--- src/rtl/trap_csr_if.sv ---
// Trap/CSR bus between the core's trap control path and trap_csr.
// The master modport is the core side and the slave modport is the CSR bank side.
interface trap_csr_if #(
  parameter int unsigned XLEN = 32
);
  // Trap control events
  logic            i_trap_req;
  logic [XLEN-1:0] i_trap_cause;
  logic [XLEN-1:0] i_trap_pc;
  logic [XLEN-1:0] i_trap_tval;
  logic            i_trap_mret;

  // CSR access port
  logic            i_csr_we;
  logic [11:0]     i_csr_addr;
  logic [XLEN-1:0] i_csr_wdata;
  logic [XLEN-1:0] o_csr_rdata;
  logic            o_csr_illegal;

  // Interrupt lines and request back to trap control
  logic            i_irq_timer;
  logic            i_irq_ext;
  logic            o_irq_req;
  logic [XLEN-1:0] o_irq_cause;

  // Redirect targets and status
  logic [XLEN-1:0] o_trap_target;
  logic [XLEN-1:0] o_mret_target;
  logic            o_in_trap;
  logic            o_double_fault;

  modport master (
    output i_trap_req, i_trap_cause, i_trap_pc, i_trap_tval, i_trap_mret,
    output i_csr_we, i_csr_addr, i_csr_wdata,
    output i_irq_timer, i_irq_ext,
    input  o_csr_rdata, o_csr_illegal, o_irq_req, o_irq_cause,
    input  o_trap_target, o_mret_target, o_in_trap, o_double_fault
  );

  modport slave (
    input  i_trap_req, i_trap_cause, i_trap_pc, i_trap_tval, i_trap_mret,
    input  i_csr_we, i_csr_addr, i_csr_wdata,
    input  i_irq_timer, i_irq_ext,
    output o_csr_rdata, o_csr_illegal, o_irq_req, o_irq_cause,
    output o_trap_target, o_mret_target, o_in_trap, o_double_fault
  );
endinterface

--- src/rtl/trap_csr.sv ---
// Machine-mode trap CSR bank and trap-entry/MRET sequencer.
// Holds mstatus/mie/mtvec/mscratch/mepc/mcause/mtval, tracks RUN/HANDLER,
// supplies redirect targets and raises timer/external interrupt requests.
// Optional macro COTM32_TRAP_VECTORED_EN: makes mtvec.MODE writable and
// vectors interrupts to BASE + 4*cause when MODE=01.
module trap_csr #(
  parameter logic [31:0] RESET_MTVEC = 32'h0000_0100,
  parameter int unsigned XLEN        = 32
) (
  input logic       i_clk,
  input logic       i_rst_n,
  trap_csr_if.slave bus
);

  localparam logic [11:0] ADDR_MSTATUS  = 12'h300;
  localparam logic [11:0] ADDR_MIE      = 12'h304;
  localparam logic [11:0] ADDR_MTVEC    = 12'h305;
  localparam logic [11:0] ADDR_MSCRATCH = 12'h340;
  localparam logic [11:0] ADDR_MEPC     = 12'h341;
  localparam logic [11:0] ADDR_MCAUSE   = 12'h342;
  localparam logic [11:0] ADDR_MTVAL    = 12'h343;
  localparam logic [11:0] ADDR_MIP      = 12'h344;

  localparam logic [XLEN-1:0] CAUSE_EXT   = XLEN'(32'h8000_000B);
  localparam logic [XLEN-1:0] CAUSE_TIMER = XLEN'(32'h8000_0007);

  typedef enum logic {RUN, HANDLER} state_e;

  state_e          state;
  logic            mstatus_mie;
  logic            mstatus_mpie;
  logic            mie_mtie;
  logic            mie_meie;
  logic [XLEN-1:2] mtvec_base;
  logic [XLEN-1:0] mscratch;
  logic [XLEN-1:2] mepc;
  logic [XLEN-1:0] mcause;
  logic [XLEN-1:0] mtval;
  logic            irq_req;
  logic [XLEN-1:0] irq_cause;
  logic            double_fault;

`ifdef COTM32_TRAP_VECTORED_EN
  logic [1:0]      mtvec_mode;
`endif

  logic            hw_evt;
  logic            ext_hit;
  logic            tmr_hit;
  logic            irq_fire;
  logic [XLEN-1:0] mtvec_rd;
  logic            unused_pc_lsbs;

  // A trap or MRET this cycle owns the trap-state CSRs
  assign hw_evt         = bus.i_trap_req | bus.i_trap_mret;
  assign unused_pc_lsbs = ^bus.i_trap_pc[1:0];

`ifdef COTM32_TRAP_VECTORED_EN
  assign mtvec_rd = {mtvec_base, mtvec_mode};
`else
  assign mtvec_rd = {mtvec_base, 2'b00};
`endif

  // CSR read mux and illegal-address decode
  always_comb begin
    bus.o_csr_rdata   = '0;
    bus.o_csr_illegal = 1'b0;
    case (bus.i_csr_addr)
      ADDR_MSTATUS: begin
        bus.o_csr_rdata[12:11] = 2'b11;
        bus.o_csr_rdata[7]     = mstatus_mpie;
        bus.o_csr_rdata[3]     = mstatus_mie;
      end
      ADDR_MIE: begin
        bus.o_csr_rdata[11] = mie_meie;
        bus.o_csr_rdata[7]  = mie_mtie;
      end
      ADDR_MTVEC:    bus.o_csr_rdata = mtvec_rd;
      ADDR_MSCRATCH: bus.o_csr_rdata = mscratch;
      ADDR_MEPC:     bus.o_csr_rdata = {mepc, 2'b00};
      ADDR_MCAUSE:   bus.o_csr_rdata = mcause;
      ADDR_MTVAL:    bus.o_csr_rdata = mtval;
      ADDR_MIP: begin
        bus.o_csr_rdata[11] = bus.i_irq_ext;
        bus.o_csr_rdata[7]  = bus.i_irq_timer;
      end
      default:       bus.o_csr_illegal = 1'b1;
    endcase
  end

  // Trap redirect target, from mtvec as held before any same-cycle write
  always_comb begin
    bus.o_trap_target = {mtvec_base, 2'b00};
`ifdef COTM32_TRAP_VECTORED_EN
    if (mtvec_mode == 2'b01 && bus.i_trap_cause[XLEN-1]) begin
      bus.o_trap_target = {mtvec_base, 2'b00} + XLEN'({bus.i_trap_cause[4:0], 2'b00});
    end
`endif
  end

  assign bus.o_mret_target  = {mepc, 2'b00};
  assign bus.o_in_trap      = (state == HANDLER);
  assign bus.o_double_fault = double_fault;
  assign bus.o_irq_req      = irq_req;
  assign bus.o_irq_cause    = irq_cause;

  // Interrupt qualification against enables, handler state and a competing trap
  assign ext_hit  = mie_meie & bus.i_irq_ext;
  assign tmr_hit  = mie_mtie & bus.i_irq_timer;
  assign irq_fire = mstatus_mie & (ext_hit | tmr_hit) & (state == RUN) & ~bus.i_trap_req;

  // CSR bank, trap entry / MRET sequencing and the RUN/HANDLER FSM
  always_ff @(posedge i_clk) begin
    if (!i_rst_n) begin
      state        <= RUN;
      mstatus_mie  <= 1'b0;
      mstatus_mpie <= 1'b0;
      mie_mtie     <= 1'b0;
      mie_meie     <= 1'b0;
      mtvec_base   <= RESET_MTVEC[XLEN-1:2];
      mscratch     <= '0;
      mepc         <= '0;
      mcause       <= '0;
      mtval        <= '0;
      double_fault <= 1'b0;
`ifdef COTM32_TRAP_VECTORED_EN
      mtvec_mode   <= 2'b00;
`endif
    end else begin
      if (bus.i_csr_we) begin
        case (bus.i_csr_addr)
          ADDR_MSTATUS: begin
            if (!hw_evt) begin
              mstatus_mie  <= bus.i_csr_wdata[3];
              mstatus_mpie <= bus.i_csr_wdata[7];
            end
          end
          ADDR_MIE: begin
            mie_mtie <= bus.i_csr_wdata[7];
            mie_meie <= bus.i_csr_wdata[11];
          end
          ADDR_MTVEC: begin
            mtvec_base <= bus.i_csr_wdata[XLEN-1:2];
`ifdef COTM32_TRAP_VECTORED_EN
            mtvec_mode <= (bus.i_csr_wdata[1:0] == 2'b01) ? 2'b01 : 2'b00;
`endif
          end
          ADDR_MSCRATCH: mscratch <= bus.i_csr_wdata;
          ADDR_MEPC:     if (!hw_evt) mepc <= bus.i_csr_wdata[XLEN-1:2];
          ADDR_MCAUSE:   if (!hw_evt) mcause <= bus.i_csr_wdata;
          ADDR_MTVAL:    if (!hw_evt) mtval <= bus.i_csr_wdata;
          default: ;
        endcase
      end

      if (bus.i_trap_req) begin
        mepc         <= bus.i_trap_pc[XLEN-1:2];
        mcause       <= bus.i_trap_cause;
        mtval        <= bus.i_trap_tval;
        mstatus_mpie <= mstatus_mie;
        mstatus_mie  <= 1'b0;
        state        <= HANDLER;
        if (state == HANDLER) begin
          double_fault <= 1'b1;
        end
      end else if (bus.i_trap_mret) begin
        mstatus_mie  <= mstatus_mpie;
        mstatus_mpie <= 1'b1;
        state        <= RUN;
      end
    end
  end

  // Registered interrupt request; external outranks timer
  always_ff @(posedge i_clk) begin
    if (!i_rst_n) begin
      irq_req   <= 1'b0;
      irq_cause <= '0;
    end else begin
      irq_req <= irq_fire;
      if (!irq_fire) begin
        irq_cause <= '0;
      end else if (ext_hit) begin
        irq_cause <= CAUSE_EXT;
      end else begin
        irq_cause <= CAUSE_TIMER;
      end
    end
  end

endmodule

--- src/flat_wrapper.sv ---
// flat-port wrapper written by rule: the top's interface ports become plain ports
module trap_csr_flat 
#(
  parameter logic [31:0] RESET_MTVEC = 32'h0000_0100,
  parameter int unsigned XLEN        = 32
)
  (i_clk, i_rst_n, bus_i_trap_req, bus_i_trap_cause, bus_i_trap_pc, bus_i_trap_tval, bus_i_trap_mret, bus_i_csr_we, bus_i_csr_addr, bus_i_csr_wdata, bus_i_irq_timer, bus_i_irq_ext, bus_o_csr_rdata, bus_o_csr_illegal, bus_o_irq_req, bus_o_irq_cause, bus_o_trap_target, bus_o_mret_target, bus_o_in_trap, bus_o_double_fault);
  trap_csr_if #(.XLEN(XLEN)) bus_i ();
  input logic i_clk;
  input logic i_rst_n;
  input wire logic [$bits(bus_i.i_trap_req)-1:0] bus_i_trap_req;
  input wire logic [$bits(bus_i.i_trap_cause)-1:0] bus_i_trap_cause;
  input wire logic [$bits(bus_i.i_trap_pc)-1:0] bus_i_trap_pc;
  input wire logic [$bits(bus_i.i_trap_tval)-1:0] bus_i_trap_tval;
  input wire logic [$bits(bus_i.i_trap_mret)-1:0] bus_i_trap_mret;
  input wire logic [$bits(bus_i.i_csr_we)-1:0] bus_i_csr_we;
  input wire logic [$bits(bus_i.i_csr_addr)-1:0] bus_i_csr_addr;
  input wire logic [$bits(bus_i.i_csr_wdata)-1:0] bus_i_csr_wdata;
  input wire logic [$bits(bus_i.i_irq_timer)-1:0] bus_i_irq_timer;
  input wire logic [$bits(bus_i.i_irq_ext)-1:0] bus_i_irq_ext;
  output wire logic [$bits(bus_i.o_csr_rdata)-1:0] bus_o_csr_rdata;
  output wire logic [$bits(bus_i.o_csr_illegal)-1:0] bus_o_csr_illegal;
  output wire logic [$bits(bus_i.o_irq_req)-1:0] bus_o_irq_req;
  output wire logic [$bits(bus_i.o_irq_cause)-1:0] bus_o_irq_cause;
  output wire logic [$bits(bus_i.o_trap_target)-1:0] bus_o_trap_target;
  output wire logic [$bits(bus_i.o_mret_target)-1:0] bus_o_mret_target;
  output wire logic [$bits(bus_i.o_in_trap)-1:0] bus_o_in_trap;
  output wire logic [$bits(bus_i.o_double_fault)-1:0] bus_o_double_fault;
  assign bus_i.i_trap_req = bus_i_trap_req;
  assign bus_i.i_trap_cause = bus_i_trap_cause;
  assign bus_i.i_trap_pc = bus_i_trap_pc;
  assign bus_i.i_trap_tval = bus_i_trap_tval;
  assign bus_i.i_trap_mret = bus_i_trap_mret;
  assign bus_i.i_csr_we = bus_i_csr_we;
  assign bus_i.i_csr_addr = bus_i_csr_addr;
  assign bus_i.i_csr_wdata = bus_i_csr_wdata;
  assign bus_i.i_irq_timer = bus_i_irq_timer;
  assign bus_i.i_irq_ext = bus_i_irq_ext;
  assign bus_o_csr_rdata = bus_i.o_csr_rdata;
  assign bus_o_csr_illegal = bus_i.o_csr_illegal;
  assign bus_o_irq_req = bus_i.o_irq_req;
  assign bus_o_irq_cause = bus_i.o_irq_cause;
  assign bus_o_trap_target = bus_i.o_trap_target;
  assign bus_o_mret_target = bus_i.o_mret_target;
  assign bus_o_in_trap = bus_i.o_in_trap;
  assign bus_o_double_fault = bus_i.o_double_fault;
  trap_csr #(.RESET_MTVEC(RESET_MTVEC), .XLEN(XLEN)) u_core (.i_clk(i_clk), .i_rst_n(i_rst_n), .bus(bus_i));
endmodule
--- config.mk ---
export PLATFORM = sky130hd
export DESIGN_NAME = trap_csr_flat
export DESIGN_NICKNAME = d
export VERILOG_FILES = /design/src/rtl/trap_csr_if.sv /design/src/rtl/trap_csr.sv /design/src/flat_wrapper.sv
export SDC_FILE = /design/constraint.sdc
export NUM_CORES = 1
export LEC_CHECK = 0
export CAP_MARGIN = 20
export CORE_ASPECT_RATIO = 0.6
export CORE_MARGIN = 2
export CORE_UTILIZATION = 51
export DETAILED_ROUTE_END_ITERATION = 6
export GPL_TIMING_DRIVEN = 0
export PLACE_DENSITY = 0.87
export SLEW_MARGIN = 5
export SYNTH_ARGS = -nofsm -noshare
export SYNTH_HDL_FRONTEND = slang
export SYNTH_SLANG_ARGS = --single-unit
--- constraint.sdc ---
create_clock -name i_clk -period 4.2 [get_ports i_clk]
set_clock_uncertainty 0.1 [all_clocks]
set_input_delay 0.42 -clock i_clk [delete_from_list [all_inputs] [get_ports i_clk]]
set_output_delay 0.42 -clock i_clk [all_outputs]
set_load 0.01 [all_outputs]
==> impl_metrics.csv <==
group,metric,value,unit
die,die-area,18400,µm²
critical_path,path_max_fanout,10,
die,core.rowCount,37,
die,fp.coreArea,17000,µm²
timing,hold_viol,0,
die,io_pins,279,
logic_synthesis,synth-compound-area-share,22.3,%
global_route,overflow,0,
critical_path,critical_path_class,"input port to primary output",
clock_network,htreeDepth,4,
flow_run,maxCapViolCount,0,
logic_synthesis,synth-simple-area-share,19.2,%
routing,first_pass_iters,5,
logic_synthesis,synth_top_family_by_area,"compound AO/OA/AOI/OAI gates",
timing,holdWs,366,ps
routing,postRouteWirelength,36.8,mm
routing,num_vias,9945,
placed_design,place_area,11700,µm²
clock_network,cts_root_buffer,"clkbuf_16",
logic_synthesis,ys_ff_latch,166,
logic_synthesis,synth_flop_cell,"dfxtp_1",
global_route,grtUsageTotal,38.6,%
global_route,grt_pass1_wl,54.2,mm
logic_synthesis,synthAdderAreaFrac,0,%
cells_and_area,seqCellArea,3320,µm²
clock_network,path_clk_slew,70,ps
logic_synthesis,synth_top_cell_by_area,"dfxtp_1",
cells_and_area,post-route-util,71.7,%
clock_network,post_cts_resized,0,
critical_path,cp-start-kind,"input port",
timing,setup_violations,0,
critical_path,end_kind,"primary output",
die,die_height,106,µm
logic_synthesis,postSynth.asyncResetShare,0,%
logic_synthesis,netlist_top_cells_count,"dfxtp_1, nor2_1, nand2_1",
cells_and_area,nFillCells,1326,
critical_path,cp.required,3680,ps
placed_design,dp_hpwl,26.7,mm
cells_and_area,antenna-diode-count,0,
hold_path,hp-class,"flip-flop to flip-flop",
logic_synthesis,synth.most_common_cell,"dfxtp_1",
timing,max_slew.worst_pin.slew,946,ps
timing,finalMaxSlewViolations,0,
cells_and_area,drive_above_1_share,11.7,%
global_route,grt_max_degree,17,
global_route,antenna_found_initial,1,
logic_synthesis,synth_xor_area_share,0,%
clock_network,cts_tree,"done",
clock_network,cts_sinks,166,
routing,drt_iter0_drc,1369,
clock_network,numCtsBuffers,17,
cells_and_area,fin_area,12200,µm²
routing,drc,0,
logic_synthesis,syn_avg_cell_area,8.54,µm²
cells_and_area,layout.nets,1472,
clock_network,cts_buffer_depth,2,
logic_synthesis,synth-seq-area-share,37.6,%
timing,fin_crit_sh,99.2,%
power,peakVddDrop,0.265,mV
cells_and_area,syn_to_final_growth,38.3,%
clock_network,cts_setup_buffers,0,
die,chipWidth,174,µm
logic_synthesis,muxShareOfSynthArea,11.6,%
clock_network,clock_latency,440,ps
cells_and_area,multi_input_area,4810,µm²
routing,via_per_inst,6.33,
logic_synthesis,synth-edff-count,0,
logic_synthesis,netlist_area,8830,µm²
die,start_util,51.9,%
logic_synthesis,netlist_top_cells_area,"dfxtp_1, mux2i_1, o21ai_0, a211oi_1, a211oi_2",
logic_synthesis,synth_cell_types,50,
global_route,grt_pass1_vias,9567,
logic_synthesis,synth_top_area_share,37.6,%
routing,wl_per_cell,23.4,µm
timing,max_freq,240,MHz
run_status,status,"finished, final reports clean",
power,power.density,315,nW/µm²
routing,ant_nets,0,
placed_design,gp_congestion,0.967,
critical_path,cp.arrival,3650,ps
timing,rsz0062_at_grt,"no",
timing,min_period,4170,ps
logic_synthesis,synthCells,1035,
placed_design,port_buffers,241,
clock_network,ctsHoldBuffers,0,
power,leakage,4.80,nW
logic_synthesis,synth_warnings,0,
timing,max_slew_margin,37.0,%
timing,tns,0,ps
per-layer routing:
layer,vias up,GRT usage [%],wire (µm)
met1,4667,51.2,14400
met2,872,56.1,15100
met5,-,0,13
li1,4269,-,-
met4,2,15.1,1340
met3,135,15.6,5890
cells in the final DEF (no fill, tap or decap), drive strengths merged, types with 2 or more instances in the layout:
cell type	count
nand4b	4
a211oi	94
a31oi	2
o32ai	26
dfxtp	166
buf	63
nor4	2
nor3	98
nand2b	3
clkinv	6
nand2	100
nand3	3
mux2i	99
conb	31
nor2b	4
clkdlybuf4s50	241
inv	36
nor2	106
nand4bb	2
nor3b	3
o2bb2ai	2
o21ai	97
clkbuf	88
nand4	7
clkinvlp	3
or4b	2
o22ai	2
a221o	27
a21oi	5
report_power, final:
| part | total [mW] | leakage [nW] | internal, mW | switching, mW |
|---|---|---|---|---|
| clock | 1.57 | 0.274 | 0.830 | 0.738 |
| sequential | 1.68 | 1.36 | 1.64 | 0.0441 |
| combinational | 0.599 | 3.16 | 0.275 | 0.324 |
metrics by stage:
step,std cells,power (mW),setup slack (ps)
after floorplan,1065,1.98,1810
after global routing,1572,3.93,20.9
final,1572,3.85,34.2
after global placement,1540,2.27,237
after detailed placement,1540,2.28,199
after CTS,1572,3.80,197
area by class of cell:
class                   instances  share of cell area, %
plain buffers                 134                   5.70
clock buffers                  17                   3.48
clock inverters                15                   1.17
inverters                      31                  0.952
multi-input cells             734                   39.4
flip-flops and latches        166                   27.2
well taps                     234                   2.40
repair buffers                241                   19.7
worst paths after layout:
kind | startpoint | endpoint | slack (ps) | depth (start not counted)
worst max-delay path | bus_i_csr_addr[5] | bus_o_csr_rdata[4] | 30 | 7
worst min-delay path | u_core.mscratch[20] | u_core.mscratch[20] | 370 | 2
worst max register to register | u_core.mstatus_mie | u_core.bus.o_irq_cause[2] | 3000 | 2
worst min register to register | u_core.mscratch[20] | u_core.mscratch[20] | 370 | 2
kinds of logic after synthesis:
kind of cell / after synthesis
flops: 166
compound gates: 261
buf+inv: 165
other cells: 1
mux: 101
simple gates: 341
flip-flops by register name (all words and copies together), names as in the netlist, 3 cells and up:
signal,count
u_core.bus.o_irq_cause,3
u_core.mcause,32
u_core.mepc,30
u_core.mscratch,32
u_core.mtval,32
u_core.mtvec_base,30
worst max-delay path: stages:
cell             delay [ps]
clkdlybuf4s50_1         430
nor3_2                  500
nand4b_2                460
nor2_2                  600
buf_2                   420
a221o_1                 250
clkdlybuf4s50_1         550
Note: power is estimated with default switching activity, not from simulation.
